File: config.mk
export PLATFORM = sky130hd
export DESIGN_NAME = sparse_fedp_acc
export DESIGN_NICKNAME = d
export VERILOG_FILES = /design/src/rtl/sparse_fedp_acc.sv
export SDC_FILE = /design/constraint.sdc
export NUM_CORES = 1
export LEC_CHECK = 0
export CAP_MARGIN = 15
export CORE_UTILIZATION = 32
export CTS_CLUSTER_SIZE = 25
export DETAILED_ROUTE_END_ITERATION = 6
export PLACE_DENSITY = 0.61
export SYNTH_ARGS = -nofsm -noshare
export SYNTH_HDL_FRONTEND = slang
export SYNTH_SLANG_ARGS = --single-unit
File: constraint.sdc
create_clock -name clk -period 5.9 [get_ports clk]
set_input_delay 0.885 -clock clk [delete_from_list [all_inputs] [get_ports clk]]
set_output_delay 0.885 -clock clk [all_outputs]
set_load 0.02 [all_outputs]
File: src/rtl/sparse_fedp_acc.sv
// sparse_fedp_acc -- 2:4 structured-sparse fused dot-product with chunk
// accumulation.
//
// Each beat carries GROUPS groups of four dense activations and two
// compressed nonzero weights per group, each weight with a 2-bit position
// index. Stage 1 selects the indexed activation for each weight slot and
// registers the 2*GROUPS products. Stage 2 reduces the products in an adder
// tree and accumulates them over a multi-beat K-chunk that is delimited by
// first/last markers and seeded with an external partial sum.
//
// Optional feature: define SPARSE_FEDP_SAT_EN to clamp every accumulator
// update to the signed ACC_W range. When it is undefined, the accumulator
// wraps modulo 2^ACC_W.
//
// Parameters:
//   DW     signed activation/weight width
//   GROUPS number of 4-element groups per beat
//   ACC_W  signed accumulator/result width (>= 2*DW + clog2(2*GROUPS) + 1)
//
// Ports:
//   clk          rising-edge clock
//   rstn         asynchronous active-low reset
//   in_valid     beat valid
//   in_first     first beat of a chunk (qualified by in_valid)
//   in_last      last beat of a chunk (qualified by in_valid)
//   in_act       activations, group g element e at [(g*4+e)*DW +: DW]
//   in_wgt       nonzero weights, group g slot s at [(g*2+s)*DW +: DW]
//   in_idx       positions, group g slot s at [(g*2+s)*2 +: 2]
//   partial_sum  chunk seed, sampled on a valid first beat
//   out_valid    one-cycle pulse marking a completed chunk
//   result       completed chunk sum, held between pulses
//   err          sticky protocol error, cleared only by reset

module sparse_fedp_acc #(
  parameter int DW     = 8,
  parameter int GROUPS = 2,
  parameter int ACC_W  = 32
) (
  input  logic                   clk,
  input  logic                   rstn,
  input  logic                   in_valid,
  input  logic                   in_first,
  input  logic                   in_last,
  input  logic [GROUPS*4*DW-1:0] in_act,
  input  logic [GROUPS*2*DW-1:0] in_wgt,
  input  logic [GROUPS*4-1:0]    in_idx,
  input  logic [ACC_W-1:0]       partial_sum,
  output logic                   out_valid,
  output logic [ACC_W-1:0]       result,
  output logic                   err
);

  localparam int NP = 2 * GROUPS;
  localparam int PW = 2 * DW;

  // The wrap build only needs the low ACC_W bits of every sum, so the
  // guard bits are kept only where the clamp has to see the true value.
`ifdef SPARSE_FEDP_SAT_EN
  localparam int TW = ACC_W + 2;
`else
  localparam int TW = ACC_W;
`endif

  typedef logic signed [TW-1:0] sum_t;

  typedef enum logic {
    ST_IDLE   = 1'b0,
    ST_ACTIVE = 1'b1
  } state_e;

  // ---------------------------------------------------------------------
  // Stage 1: activation select and multiply
  // ---------------------------------------------------------------------
  logic signed [PW-1:0] prod_d [NP];
  logic signed [PW-1:0] prod_q [NP];
  logic                 v1_q;
  logic                 f1_q;
  logic                 l1_q;
  logic [ACC_W-1:0]     psum1_q;

  always_comb begin
    logic [1:0]           sel;
    logic signed [DW-1:0] a_s;
    logic signed [DW-1:0] w_s;
    sel = '0;
    a_s = '0;
    w_s = '0;
    for (int unsigned g = 0; g < GROUPS; g++) begin
      for (int unsigned s = 0; s < 2; s++) begin
        sel = in_idx[(g*2+s)*2 +: 2];
        a_s = $signed(in_act[(g*4+sel)*DW +: DW]);
        w_s = $signed(in_wgt[(g*2+s)*DW +: DW]);
        prod_d[g*2+s] = PW'(a_s) * PW'(w_s);
      end
    end
  end

  always_ff @(posedge clk or negedge rstn) begin
    if (!rstn) begin
      v1_q    <= 1'b0;
      f1_q    <= 1'b0;
      l1_q    <= 1'b0;
      psum1_q <= '0;
      for (int unsigned i = 0; i < NP; i++) begin
        prod_q[i] <= '0;
      end
    end else begin
      v1_q <= in_valid;
      // Payload only moves on valid beats; stage 2 ignores it otherwise.
      if (in_valid) begin
        f1_q    <= in_first;
        l1_q    <= in_last;
        psum1_q <= partial_sum;
        prod_q  <= prod_d;
      end
    end
  end

  // ---------------------------------------------------------------------
  // Stage 2: adder tree, accumulator, protocol tracking
  // ---------------------------------------------------------------------
  state_e           state_q, state_d;
  logic [ACC_W-1:0] acc_q, acc_d;
  logic [ACC_W-1:0] result_q, result_d;
  logic             out_valid_q, out_valid_d;
  logic             err_q, err_d;

  sum_t             tree_sum;
  sum_t             sum_full;
  logic [ACC_W-1:0] acc_new;
  logic             take;

`ifdef SPARSE_FEDP_SAT_EN
  localparam sum_t SAT_MAX = sum_t'({1'b0, {(ACC_W-1){1'b1}}});
  localparam sum_t SAT_MIN = ~SAT_MAX;
`endif

  always_comb begin
    tree_sum = '0;
    for (int unsigned i = 0; i < NP; i++) begin
      tree_sum = tree_sum + sum_t'(prod_q[i]);
    end
  end

  // A first beat seeds from partial_sum; any other beat adds onto acc.
  always_comb begin
    sum_full = (f1_q ? sum_t'($signed(psum1_q)) : sum_t'($signed(acc_q)))
             + tree_sum;
`ifdef SPARSE_FEDP_SAT_EN
    if (sum_full > SAT_MAX) begin
      acc_new = {1'b0, {(ACC_W-1){1'b1}}};
    end else if (sum_full < SAT_MIN) begin
      acc_new = {1'b1, {(ACC_W-1){1'b0}}};
    end else begin
      acc_new = sum_full[ACC_W-1:0];
    end
`else
    acc_new = sum_full;
`endif
  end

  always_comb begin
    state_d     = state_q;
    acc_d       = acc_q;
    result_d    = result_q;
    out_valid_d = 1'b0;
    err_d       = err_q;
    take        = 1'b0;

    if (v1_q) begin
      if (f1_q) begin
        // A first inside an open chunk abandons that chunk and restarts.
        if (state_q == ST_ACTIVE) begin
          err_d = 1'b1;
        end
        take = 1'b1;
      end else if (state_q == ST_ACTIVE) begin
        take = 1'b1;
      end else begin
        // Continuation with no open chunk: dropped entirely, even if last.
        err_d = 1'b1;
      end
    end

    if (take) begin
      acc_d   = acc_new;
      state_d = ST_ACTIVE;
      if (l1_q) begin
        result_d    = acc_new;
        out_valid_d = 1'b1;
        state_d     = ST_IDLE;
      end
    end
  end

  always_ff @(posedge clk or negedge rstn) begin
    if (!rstn) begin
      state_q     <= ST_IDLE;
      acc_q       <= '0;
      result_q    <= '0;
      out_valid_q <= 1'b0;
      err_q       <= 1'b0;
    end else begin
      state_q     <= state_d;
      acc_q       <= acc_d;
      result_q    <= result_d;
      out_valid_q <= out_valid_d;
      err_q       <= err_d;
    end
  end

  assign out_valid = out_valid_q;
  assign result    = result_q;
  assign err       = err_q;

endmodule

==> impl_metrics.py <==
metrics = {
    "outcome": {
        "status": "completed",
    },
    "clock_tree": {
        "numCtsBuffers": 17,
        "clk_pin_slew_ns": 0.07,
        "cts_hold_buf": 0,
        "cts_tree": "built",
        "cts_sinks": 166,
        "clockBufferDepth": 2,
        "root_buffer": "clkbuf_16",
        "clkLatencyLatePin_ns": 0.44,
        "cts.htree.levels": 4,
    },
    "global_routing": {
        "grt_pass1_vias": 16400,
        "grt_max_degree": 81,
        "grt_first_pass_wirelength_mm": 82.3,
        "grt-ovfl-total": 0,
        "grt_antenna_before_repair": 0,
        "track_usage": 0.159,
    },
    "floorplanning": {
        "io_pins": 175,
        "placementRows": 92,
        "die_w_um": 255,
        "start_util": 0.324,
        "core_um2": 63100,
        "dieArea_um2": 64900,
        "dieHeight_um": 255,
    },
    "synthesis": {
        "synth-edff-count": 0,
        "syn_inst": 2129,
        "yosysTopAreaCell": "fa_1",
        "synthDistinctLibCells": 57,
        "synth_nets": 2703,
        "synth_seq_area_share": 0.203,
        "synth_top_area_share": 0.277,
        "avgSynthCellArea_um2": 9.60,
        "synth.area.top_cells": "fa_1 (28%), dfrtp_1 (20%), ha_1 (9.2%)",
        "synth_most_common_cell": "inv_1",
        "yosys_warnings": 0,
        "ys_top_cells_by_count": "inv_1 (480), fa_1 (283), nand2_1 (177)",
        "ys.flop_type": "dfrtp_1",
        "async_flop_share": 1.00,
        "netlist_area_um2": 20400,
        "ys_seq_elements": 166,
    },
    "sta": {
        "fin_crit_sh": 0.967,
        "fmax_ghz": 0.175,
        "tns_ns": 0,
        "min_period_ns": 5.70,
        "setup_violations": 0,
        "hold_viol": 0,
        "maxSlewHeadroom": 0.362,
        "skew_ns": 0.0118,
        "slew_violations": 0,
        "tightest_slew_ns": 0.957,
    },
    "place": {
        "gp_congestion": 0.903,
        "portBuffers": 174,
        "dpl.hpwl_mm": 41.3,
    },
    "critical_path": {
        "crit_family": "adder cells",
        "critical_path_required_ns": 6.23,
        "r2r_start": "prod_q[31]",
        "r2r-end": "result[31]",
        "end_kind": "flip-flop",
        "worstPathArrival_ns": 6.03,
        "crit_chain": "clkdlybuf4s50_1 > buf_12 > buf_4 > mux4_2 > buf_4 > nor2b_1 > fa_1 > fa_1 > fa_1 > inv_1 > fa_1 > inv_1 > ha_1 > o21ai_0 > a21oi_2 > o211ai_1 > a21boi_1 > or3_1 > a31o_2",
        "crit_fanout": 6,
        "crit_slowest_cell": "mux4_2",
        "worstSetupStartpoint": "in_idx[6]",
        "r2r_cells": 12,
        "start_kind": "input port",
        "crit_top_cell": "fa_1",
        "endpoint": "prod_q[14]",
        "path_class": "in2reg",
        "r2r_slack_ns": 0.92,
        "cp.depth": 19,
        "path_buf_inv": 6,
        "slowest_delay_ns": 0.61,
    },
    "route": {
        "via_per_inst": 4.60,
        "wl_per_cell_um": 14.9,
        "dr.pass1.iters": 5,
        "drt-initial-drc-count": 698,
        "drt-total-wl_mm": 49.2,
        "ant_nets": 0,
        "drcViolationCount": 0,
        "vias": 15200,
    },
    "layout": {
        "final_layout_size_suffix_gt1_frac": 0.133,
        "diodes": 0,
        "final_nets": 3024,
        "area_delta_synth_final_pct": 22.8,
    },
    "min_path": {
        "min_path_type": "in2async",
    },
    "job": {
        "maxCapViolations": 0,
    },
}
[cell usage in the layout (no fill, tap or decap), types with 6 or more instances in the layout]
cell type        netlist  layout
inv_1                480     479
fa_1                 283     282
nand2_1              177     175
buf_4                  0     174
clkdlybuf4s50_1        0     172
and2_1               171     171
dfrtp_1              166     165
ha_1                 150     148
o21ai_0              111     107
a21oi_1               66      63
xnor2_1               60      60
mux2_2                51      51
nor2_1                49      49
mux2i_1               36      36
nor2b_1               35      35
mux4_2                32      32
a21o_1                21      21
xor2_1                19      19
o21a_1                17      17
clkbuf_16              0      17
nand2b_1              17      16
nand3_1               13      13
o21ai_1               13      13
nor3_1                11      11
o21bai_1              11      10
a211oi_1              12      10
o211ai_1               7       7
or3_1                  7       7
o31ai_1                6       6
[worst register-to-register path: stages (launching register included)]
cell and delay [ns]:
dfrtp_1 0.44, fa_1 0.58, fa_1 0.66, inv_1 0.37, fa_1 0.63, inv_1 0.04
ha_1 0.43, nand4_1 0.25, or4_1 0.56, a21oi_1 0.29, o21ai_1 0.17, xnor2_1 0.30
o21ai_0 0.12
[worst min path at each step]
stage	endpoint	slack [ns]	depth (start not counted)
after floorplan	acc_q[0]	0.44	2
after global placement	err	0.45	1
after detailed placement	err	0.46	1
after CTS	psum1_q[18]	0.36	1
after global routing	psum1_q[18]	0.37	1
final	psum1_q[18]	0.35	1
[metal layers]
layer	vias to the layer above	global-route usage	routed length, um
met2	257	0.280	24800
met5	-	0	0
li1	7322	-	-
met1	7604	0.204	21600
met3	45	0.0208	1760
met4	0	0.0397	1010
[timing repair]
| action | 4_1_cts | 5_1_grt |
|---|---|---|
| gates resized for setup | 0 | 26 |
| setup endpoints to repair | 0 | 13 |
| buffers inserted | 0 | 2 |
[stage by stage]
step | instance area, um^2 | setup WS, ns | utilization | hold WS (ns) | cells
after floorplan | 20400 | 0.0157 | - | 0.441 | 2129
after global placement | 24400 | -0.250 | 0.387 | 0.449 | 3274
after detailed placement | 24400 | -0.331 | 0.387 | 0.455 | 3274
after CTS | 25000 | 0.130 | 0.396 | 0.355 | 3306
after global routing | 25100 | -0.0186 | 0.398 | 0.373 | 3309
final | 25100 | 0.196 | 0.398 | 0.351 | 3309
[final cells by class]
cell class	count	area, um^2
clock buffers	20	457
multi-input cells	1433	14400
clock inverters	12	143
repair buffers	352	3140
inverters	480	1800
flip-flops and latches	166	4160
well taps	846	1060
fillers	6256	38000
[sequential cells by signal, indices dropped and copies added, names as in the netlist]
| register | count |
|---|---|
| prod_q | 64 |
| acc_q | 32 |
| psum1_q | 32 |
| result | 32 |
| err | 1 |
| f1_q | 1 |
| l1_q | 1 |
| out_valid | 1 |
| state_q | 1 |
| v1_q | 1 |
[kinds of logic after synthesis]
family,Yosys count,share of synthesized area
fa+ha+maj,433,0.369
simple gates,497,0.124
compound gates,305,0.0906
buf+inv,530,0.0988
mux,119,0.0810
xor+xnor,79,0.0338
flops,166,0.203
Power is not shown: default switching activity piles up to over one toggle a cycle in this logic, so the estimate is an artifact.
